$ cat src/rtl/traffic_light_monitor.sv
// traffic_light_monitor
//   Passive checker for the red/yellow/green lamps of a traffic-light
//   controller. The lamps are registered, and the phase order
//   red -> green -> yellow -> red is tracked. The monitor measures how many
//   clocks each phase lasts. It raises a sticky fault on an illegal lamp
//   pattern, a wrong phase order, or a phase that is too short or too long.
//   It also counts completed cycles.
//
// Ports
//   clk          in   1      system clock, rising edge
//   rst_n        in   1      asynchronous active-low reset
//   red          in   1      red lamp from controller
//   yellow       in   1      yellow lamp from controller
//   green        in   1      green lamp from controller
//   clear_fault  in   1      sync pulse: clear fault and resynchronise
//   phase        out  2      0 sync/fault, 1 red, 2 green, 3 yellow
//   dwell        out  CNT_W  clocks spent in current phase (1 on entry)
//   fault        out  1      sticky fault flag
//   fault_code   out  3      0 none, 1 illegal lamp, 2 bad order,
//                            3 too short, 4 too long
//   cycle_done   out  1      one-clock pulse on each counted red->green
//   cycle_count  out  16     completed cycles, wraps
//
// state    | meaning
// ---------+------------------------------------------------------------
// S_SYNC   | waiting for a one-hot lamp pattern to lock onto
// S_RED    | red phase, dwell counting
// S_GREEN  | green phase, dwell counting
// S_YELLOW | yellow phase, dwell counting
// S_FAULT  | fault latched, lamps ignored until clear_fault or reset
module traffic_light_monitor #(
  parameter int CNT_W     = 8,
  parameter int RED_MIN   = 3,
  parameter int RED_MAX   = 12,
  parameter int GREEN_MIN = 3,
  parameter int GREEN_MAX = 12,
  parameter int YEL_MIN   = 1,
  parameter int YEL_MAX   = 4
) (
  input  logic             clk,
  input  logic             rst_n,
  input  logic             red,
  input  logic             yellow,
  input  logic             green,
  input  logic             clear_fault,
  output logic [1:0]       phase,
  output logic [CNT_W-1:0] dwell,
  output logic             fault,
  output logic [2:0]       fault_code,
  output logic             cycle_done,
  output logic [15:0]      cycle_count
);

  typedef enum logic [2:0] {S_SYNC, S_RED, S_GREEN, S_YELLOW, S_FAULT} state_t;

  localparam logic [2:0] L_RED = 3'b100;
  localparam logic [2:0] L_YEL = 3'b010;
  localparam logic [2:0] L_GRN = 3'b001;

  state_t           state_q, state_d;
  logic [2:0]       lamp_q;
  logic [CNT_W-1:0] dwell_d, dwell_inc, cur_min, cur_max;
  logic [2:0]       code_d, cur_lamp, succ_lamp;
  logic             done_d, first_q, first_d, one_hot;
  logic [15:0]      count_d;
  state_t           succ_state, sync_state;

  always_ff @(posedge clk or negedge rst_n) begin
    if (!rst_n) begin
      state_q     <= S_SYNC;
      lamp_q      <= 3'b000;
      dwell       <= '0;
      fault_code  <= 3'd0;
      cycle_done  <= 1'b0;
      cycle_count <= 16'd0;
      first_q     <= 1'b0;
    end else begin
      state_q     <= state_d;
      lamp_q      <= {red, yellow, green};
      dwell       <= dwell_d;
      fault_code  <= code_d;
      cycle_done  <= done_d;
      cycle_count <= count_d;
      first_q     <= first_d;
    end
  end

  always_comb begin
    state_d    = state_q;
    dwell_d    = dwell;
    code_d     = fault_code;
    done_d     = 1'b0;
    count_d    = cycle_count;
    first_d    = first_q;
    cur_lamp   = 3'b000;
    succ_lamp  = 3'b000;
    succ_state = S_SYNC;
    cur_min    = '0;
    cur_max    = '0;
    sync_state = S_SYNC;
    one_hot    = (lamp_q == L_RED) || (lamp_q == L_YEL) || (lamp_q == L_GRN);
    dwell_inc  = (&dwell) ? dwell : dwell + CNT_W'(1);

    case (state_q)
      S_RED: begin
        cur_lamp = L_RED; succ_lamp = L_GRN; succ_state = S_GREEN;
        cur_min = CNT_W'(RED_MIN); cur_max = CNT_W'(RED_MAX);
      end
      S_GREEN: begin
        cur_lamp = L_GRN; succ_lamp = L_YEL; succ_state = S_YELLOW;
        cur_min = CNT_W'(GREEN_MIN); cur_max = CNT_W'(GREEN_MAX);
      end
      S_YELLOW: begin
        cur_lamp = L_YEL; succ_lamp = L_RED; succ_state = S_RED;
        cur_min = CNT_W'(YEL_MIN); cur_max = CNT_W'(YEL_MAX);
      end
      default: ;
    endcase

    case (lamp_q)
      L_RED:   sync_state = S_RED;
      L_GRN:   sync_state = S_GREEN;
      L_YEL:   sync_state = S_YELLOW;
      default: sync_state = S_SYNC;
    endcase

    if (clear_fault) begin
      state_d = S_SYNC;
      dwell_d = '0;
      code_d  = 3'd0;
      first_d = 1'b0;
    end else begin
      case (state_q)
        // All-dark is what the lamp register holds straight out of reset,
        // so sync waits on it; several lit lamps are still illegal here.
        S_SYNC: begin
          if (one_hot) begin
            state_d = sync_state;
            dwell_d = CNT_W'(1);
            first_d = 1'b1;
          end else if (lamp_q != 3'b000) begin
            state_d = S_FAULT;
            code_d  = 3'd1;
          end
        end
        S_FAULT: ;
        default: begin
          if (!one_hot) begin
            state_d = S_FAULT;
            code_d  = 3'd1;
          end else if (lamp_q == cur_lamp) begin
            // dwell is allowed to show MAX+1 as the value that tripped the fault
            dwell_d = dwell_inc;
            if (dwell >= cur_max) begin
              state_d = S_FAULT;
              code_d  = 3'd4;
            end
          end else if (lamp_q == succ_lamp) begin
            if (!first_q && (dwell < cur_min)) begin
              state_d = S_FAULT;
              code_d  = 3'd3;
            end else begin
              state_d = succ_state;
              dwell_d = CNT_W'(1);
              first_d = 1'b0;
              // a red phase entered mid-way from sync is not a whole cycle
              if ((state_q == S_RED) && !first_q) begin
                done_d  = 1'b1;
                count_d = cycle_count + 16'd1;
              end
            end
          end else begin
            state_d = S_FAULT;
            code_d  = 3'd2;
          end
        end
      endcase
    end
  end

  always_comb begin
    phase = 2'd0;
    case (state_q)
      S_RED:    phase = 2'd1;
      S_GREEN:  phase = 2'd2;
      S_YELLOW: phase = 2'd3;
      default:  phase = 2'd0;
    endcase
    fault = (state_q == S_FAULT);
  end

endmodule

$ cat config.mk
export PLATFORM = sky130hd
export DESIGN_NAME = traffic_light_monitor
export DESIGN_NICKNAME = d
export VERILOG_FILES = /design/src/rtl/traffic_light_monitor.sv
export SDC_FILE = /design/constraint.sdc
export NUM_CORES = 1
export LEC_CHECK = 0
export ABC_AREA = 1
export CAP_MARGIN = 40
export CORE_MARGIN = 5
export CORE_UTILIZATION = 54
export DETAILED_ROUTE_END_ITERATION = 8
export GPL_TIMING_DRIVEN = 0
export PLACE_DENSITY = 0.89
export SYNTH_ARGS = -nofsm -noshare
export SYNTH_HDL_FRONTEND = slang
export SYNTH_SLANG_ARGS = --single-unit
export TNS_END_PERCENT = 10
$ cat constraint.sdc
create_clock -name clk -period 2.7 [get_ports clk]
set_input_delay 0.675 -clock clk [delete_from_list [all_inputs] [get_ports clk]]
set_output_delay 0.675 -clock clk [all_outputs]
set_load 0.1 [all_outputs]
# == After elaboration in Yosys (flattened, before gate mapping) ==
# Index checks and enable logic that the tools add are counted.
# totals
out_inout_bits,31
ff_bits,35
in_bits,6
word_cells,99
# classes
n_reduce_logical,18
addsub,2
muxes,46
order_cmp,2
bitwise_logic,4
eq_ne,20
# ops
op,count
$mux 8,7
$mux 3,15
$pmux 2 s3,3
$pmux 3 s3,2
$add 16x1->16 const B,1
$pmux 8 s2,1
$reduce_and 5->1,3
$mux 1,13
$ne 4x3->1 const B,3
$pmux 3 s2,2
$eq 3x2->1 const B,3
$add 8x1->8 const B,1
$ge 8x8->1,1
$lt 8x8->1,1
$pmux 4 s2,1
$reduce_and 8->1,1
$reduce_and 7->1,1
$eq 3x1->1 const B,2
$eq 3x3->1,2
$eq 3x3->1 const B,2
$ne 3x2->1 const B,2
$ne 3x3->1 const B,2
$reduce_bool 3->1,2
$ne 5x3->1 const B,1
14 further kinds,20

# == Longest topological paths before layout ==
# depth
depth_word,11
mapped_depth,16
mapped_depth_nobuf,16

# == Worst setup path before layout ==
# OpenSTA, ideal clock, no wires.
# synth_timing
path_type,register to register
start,register state_q[1]
end,register dwell[5]
setup_time_ns,0.074
synth_period_minus_slack_ns,2.802
arrival_time_ns,2.728
n_path_buf,1
stages_incl_launch_ff,11
t_required_ns,2.626
slack_ns,-0.102
cell_sequence,dfrtp_1 -> inv_2 -> nand2_2 -> nor2_1 -> o21ai_2 -> o21ai_0 -> nand2_1 -> nand2_4 -> buf_12 -> nand2_1 -> o21ai_2
# synth_between
word_cells_on_any_way,22
cone_classes,1 x order compare; 9 x eq/ne; 7 x mux; 5 x reduce/logical
# synth_lines
element,line_no,rtl
"start, declared",60,"state_t state_q, state_d;"
"start signal, assigned",78,state_q <= state_d;
$eq 3x3->1 *,--,
net fault,48,"output logic fault,"
$ne 2x2->1 (no line) / $pmux 8 s2 (equally long branches),--,
$reduce_and 5->1 (no line) / $mux 8 (equally long branches),--,
"end signal, assigned",80,dwell <= dwell_d;
"end, declared",47,"output logic [CNT_W-1:0] dwell,"
# Mark *: on every way through the listed nets, which the timed path passes. The rest lies on a longest branch. The select of a mux whose other input is x is not followed.
# A chain may end at the register's enable or synchronous reset.

# == Final worst setup path ==
# layout_timing
start,register state_q[0]
end,output port fault
# layout_between
elab_chain_len,1
# layout_rtl
element,line_no,rtl
$eq 3x3->1,189,fault = (state_q == S_FAULT);
"end, declared",48,
# Every way passes these cells.

==> results.md <==
* Overall Power at between 2 and 3 mW
* Max Cap Violations at 0
* Most common flop cell mapped by yosys: dfrtp_1
* Antenna Nets Post-Route at 0
* Reg power frac at 0.265
* Ports at 37
* DR pass1 iterations at 5
* Number of remaining DRC errors at 0
* Routed len/inst at 14.6 um
* Startpoint Class: flop
* Minimum clock period at 2630 ps
* Iteration-0 DRC Markers at 286
* Input/output buffers at 36
* CTS sink count at 35
* Final period utilization at 0.973
* Sequential fraction of the synthesis area at 0.368
* Final Hold Fails at 0
* Clk_skew at 10.0 ps
* Post-CTS Hold Buffers at 0
* EDFF count, synth at 0
* Design area at about 3400 um2
* Initial antenna violation count at 0
* Critical path capture point type: output port
* FP Rows at 24
* Fin Hold WS at 454 ps
* RSZ-0062 raised after global routing: no
* Leakage at 1.64 nW
* Post-Syn Area at 2380 um2
* Busiest grt layer: met2
* Rel. slew slack at 0.494
* PostCTS Resize Cnt at 0
* CTS tree: yes
* Area leader, netlist: dfrtp_1
* Endpoints failing setup at 0
* Outcome: finished, final reports clean
* Synth unique cells at 30
* Most common cell in the netlist: nand2_1
* Routed via count at 2,560
* Area Overhead vs Synth at 41.1%
* Number of global-route vias before repair at between 2,000 and 2,500
* Layout cells sized above 1 at 0.186
* GRT met3 Usage at 0.0485
* Peak VDD IR at 0.000640 V
* Routed WL at 6550 um
* Clock tree buffer depth at 2
* # Post-CTS Setup Buffers at 0
* Final Slew Violations at 0
* Fmax at 381 MHz
* Synth area leaders: dfrtp_1 (37%), nand2_1 (15%), nand3_1 (7.2%)
* Global-route wire length before repair at 11,300 um
* Synth cell count leaders: nand2_1 (95), dfrtp_1 (35), nand3_1 (34)
* NumNets Final at 410
* Die width at 76.4 um
* Syn avg cell area at roughly 7.3 um2
* Met2 usage at 0.396
* Antenna Cells at 0
* Largest net degree at the start of global routing at 36
* Hold crit path type: in -> async
* Via/cell ratio at 5.69
* Starting Density at 0.550
* Clock power frac at 0.149
* Synth top area share at 0.368
* Syn Nets at 336
* Arrival @ worst endpoint at between 1500 and 2000 ps
* CP Data Required Time at 2030 ps
* Storage element area at between 800 and 900 um2
* H-tree levels at 2
* Met1 Use GR at 0.288
* Clock Latency Late Sink at approximately 290 ps
* Clock Pin Slew Worst Setup and Hold Paths at 60 ps
* Crit path kind: reg -> out
* Post-synth ARST share at 1.00
* #FFs+latches synth at 35
* Num CTS Buffers at 5
* Grt total ovfl at 0
* PD cells at 771 nW/um2
* Core area at 4320 um2
* Internal power at 1.28 mW
* Max FO, Critical Path at 5
* DP Area at 3270 um2
* Switching pwr at 1.31 mW
* Die area at slightly below 6000 um2
* Least-Margin Pin Slew at 759 ps
* Synth warn at 0
* Sw frac at 0.506
* RD Place Congestion at 0.923
* Multi-input logic area at 1310 um2
* Mapped Cells at 324
* CTS root buffer: clkbuf_8
* GRT Util Overall at 0.231
* DP HPWL at 4850 um
* Comb pwr share at 0.587
* Chip Height at 76.4 um
* Filler Cells Inserted at 287
power by group through the flow:
stage                     clock (mW)  sequential [mW]  combinational, mW
after CTS                      0.385            0.679               1.51
after global placement             0            0.685               1.27
after global routing           0.414            0.693               1.62
after detailed placement           0            0.688               1.50
after floorplan                    0            0.948              0.739
final                          0.385            0.685               1.52
registers in the layout, indices dropped and copies added, names as in the netlist:
| register | cells |
|---|---|
| dwell | 8 |
| first_q | 1 |
| cycle_count | 16 |
| state_q | 3 |
| fault_code | 3 |
| lamp_q | 3 |
| cycle_done | 1 |
critical path: stages, from the launching register on:
cell and delay (ps):
dfrtp_1 450, inv_2 140, nand2_2 120, nor2_2 160
clkdlybuf4s50_1 570, buf_8 210
per-stage QoR:
stage	util	std cells	setup slack [ps]	setup TNS (ps)
6_report	0.776	450	73.6	0
3_3_place_gp	0.649	412	-18.5	-18.5
2_1_floorplan	-	324	426	0
4_1_cts	0.776	450	89.1	0
5_1_grt	0.776	450	2.27	0
3_5_place_dp	0.755	443	402	0
cell type report:
class / instances / area share
Clock inverter: 1 / 0.00149
Buffer: 5 / 0.0149
Timing Repair Buffer: 67 / 0.245
Multi-Input combinational cell: 244 / 0.389
Clock buffer: 6 / 0.0246
Tap cell: 52 / 0.0194
Inverter: 40 / 0.0447
Sequential cell: 35 / 0.261
per-layer routing:
layer,part of all wire,routed length [um]
met1,0.39,2550
met2,0.50,3290
met3,0.077,504
met4,0.032,208
met5,0,0
kinds of logic (layout without fill, tap and decap cells):
family	count (synthesis)	count (layout)	synth area share
fa+ha+maj	6	6	0.0316
flops	35	35	0.368
xor+xnor	17	17	0.0658
compound gates	34	34	0.0868
buf+inv	45	119	0.0842
simple gates	187	187	0.363
cell usage in the layout (no fill, tap or decap), types with 2 or more instances in the layout:
cell,netlist,layout
nand2_1,95,95
clkdlybuf4s50_1,0,35
nand3_1,34,34
dfrtp_1,35,34
inv_1,33,33
buf_8,0,31
nor2_1,24,23
xor2_1,15,15
o21ai_0,13,13
nand4_1,11,11
o21ai_2,9,9
o21ai_1,9,9
inv_2,7,7
nor3_1,6,6
ha_1,6,6
clkbuf_8,0,6
nor2_2,3,4
nand2_2,3,3
nand3_2,2,2
a21oi_1,2,2
clkbuf_1,2,2
nand4_2,2,2
buf_6,2,2
nor4_1,2,2
worst paths after layout:
kind	depth (start not counted)	slack [ps]	start	endpoint
max	5	70	state_q[0]$_DFFE_PN0P_	fault
min	1	450	rst_n	lamp_q[0]$_DFF_PN0_
max reg2reg	15	390	state_q[2]$_DFFE_PN0P_	dwell[5]$_DFFE_PN0P_
min reg2reg	2	480	fault_code[0]$_DFFE_PN0P_	fault_code[0]$_DFFE_PN0P_
max in group asynchronous	1	1720	rst_n	state_q[1]$_DFFE_PN0P_
min in group clk	2	480	fault_code[0]$_DFFE_PN0P_	fault_code[0]$_DFFE_PN0P_
Note: power is estimated with default switching activity, not from simulation.
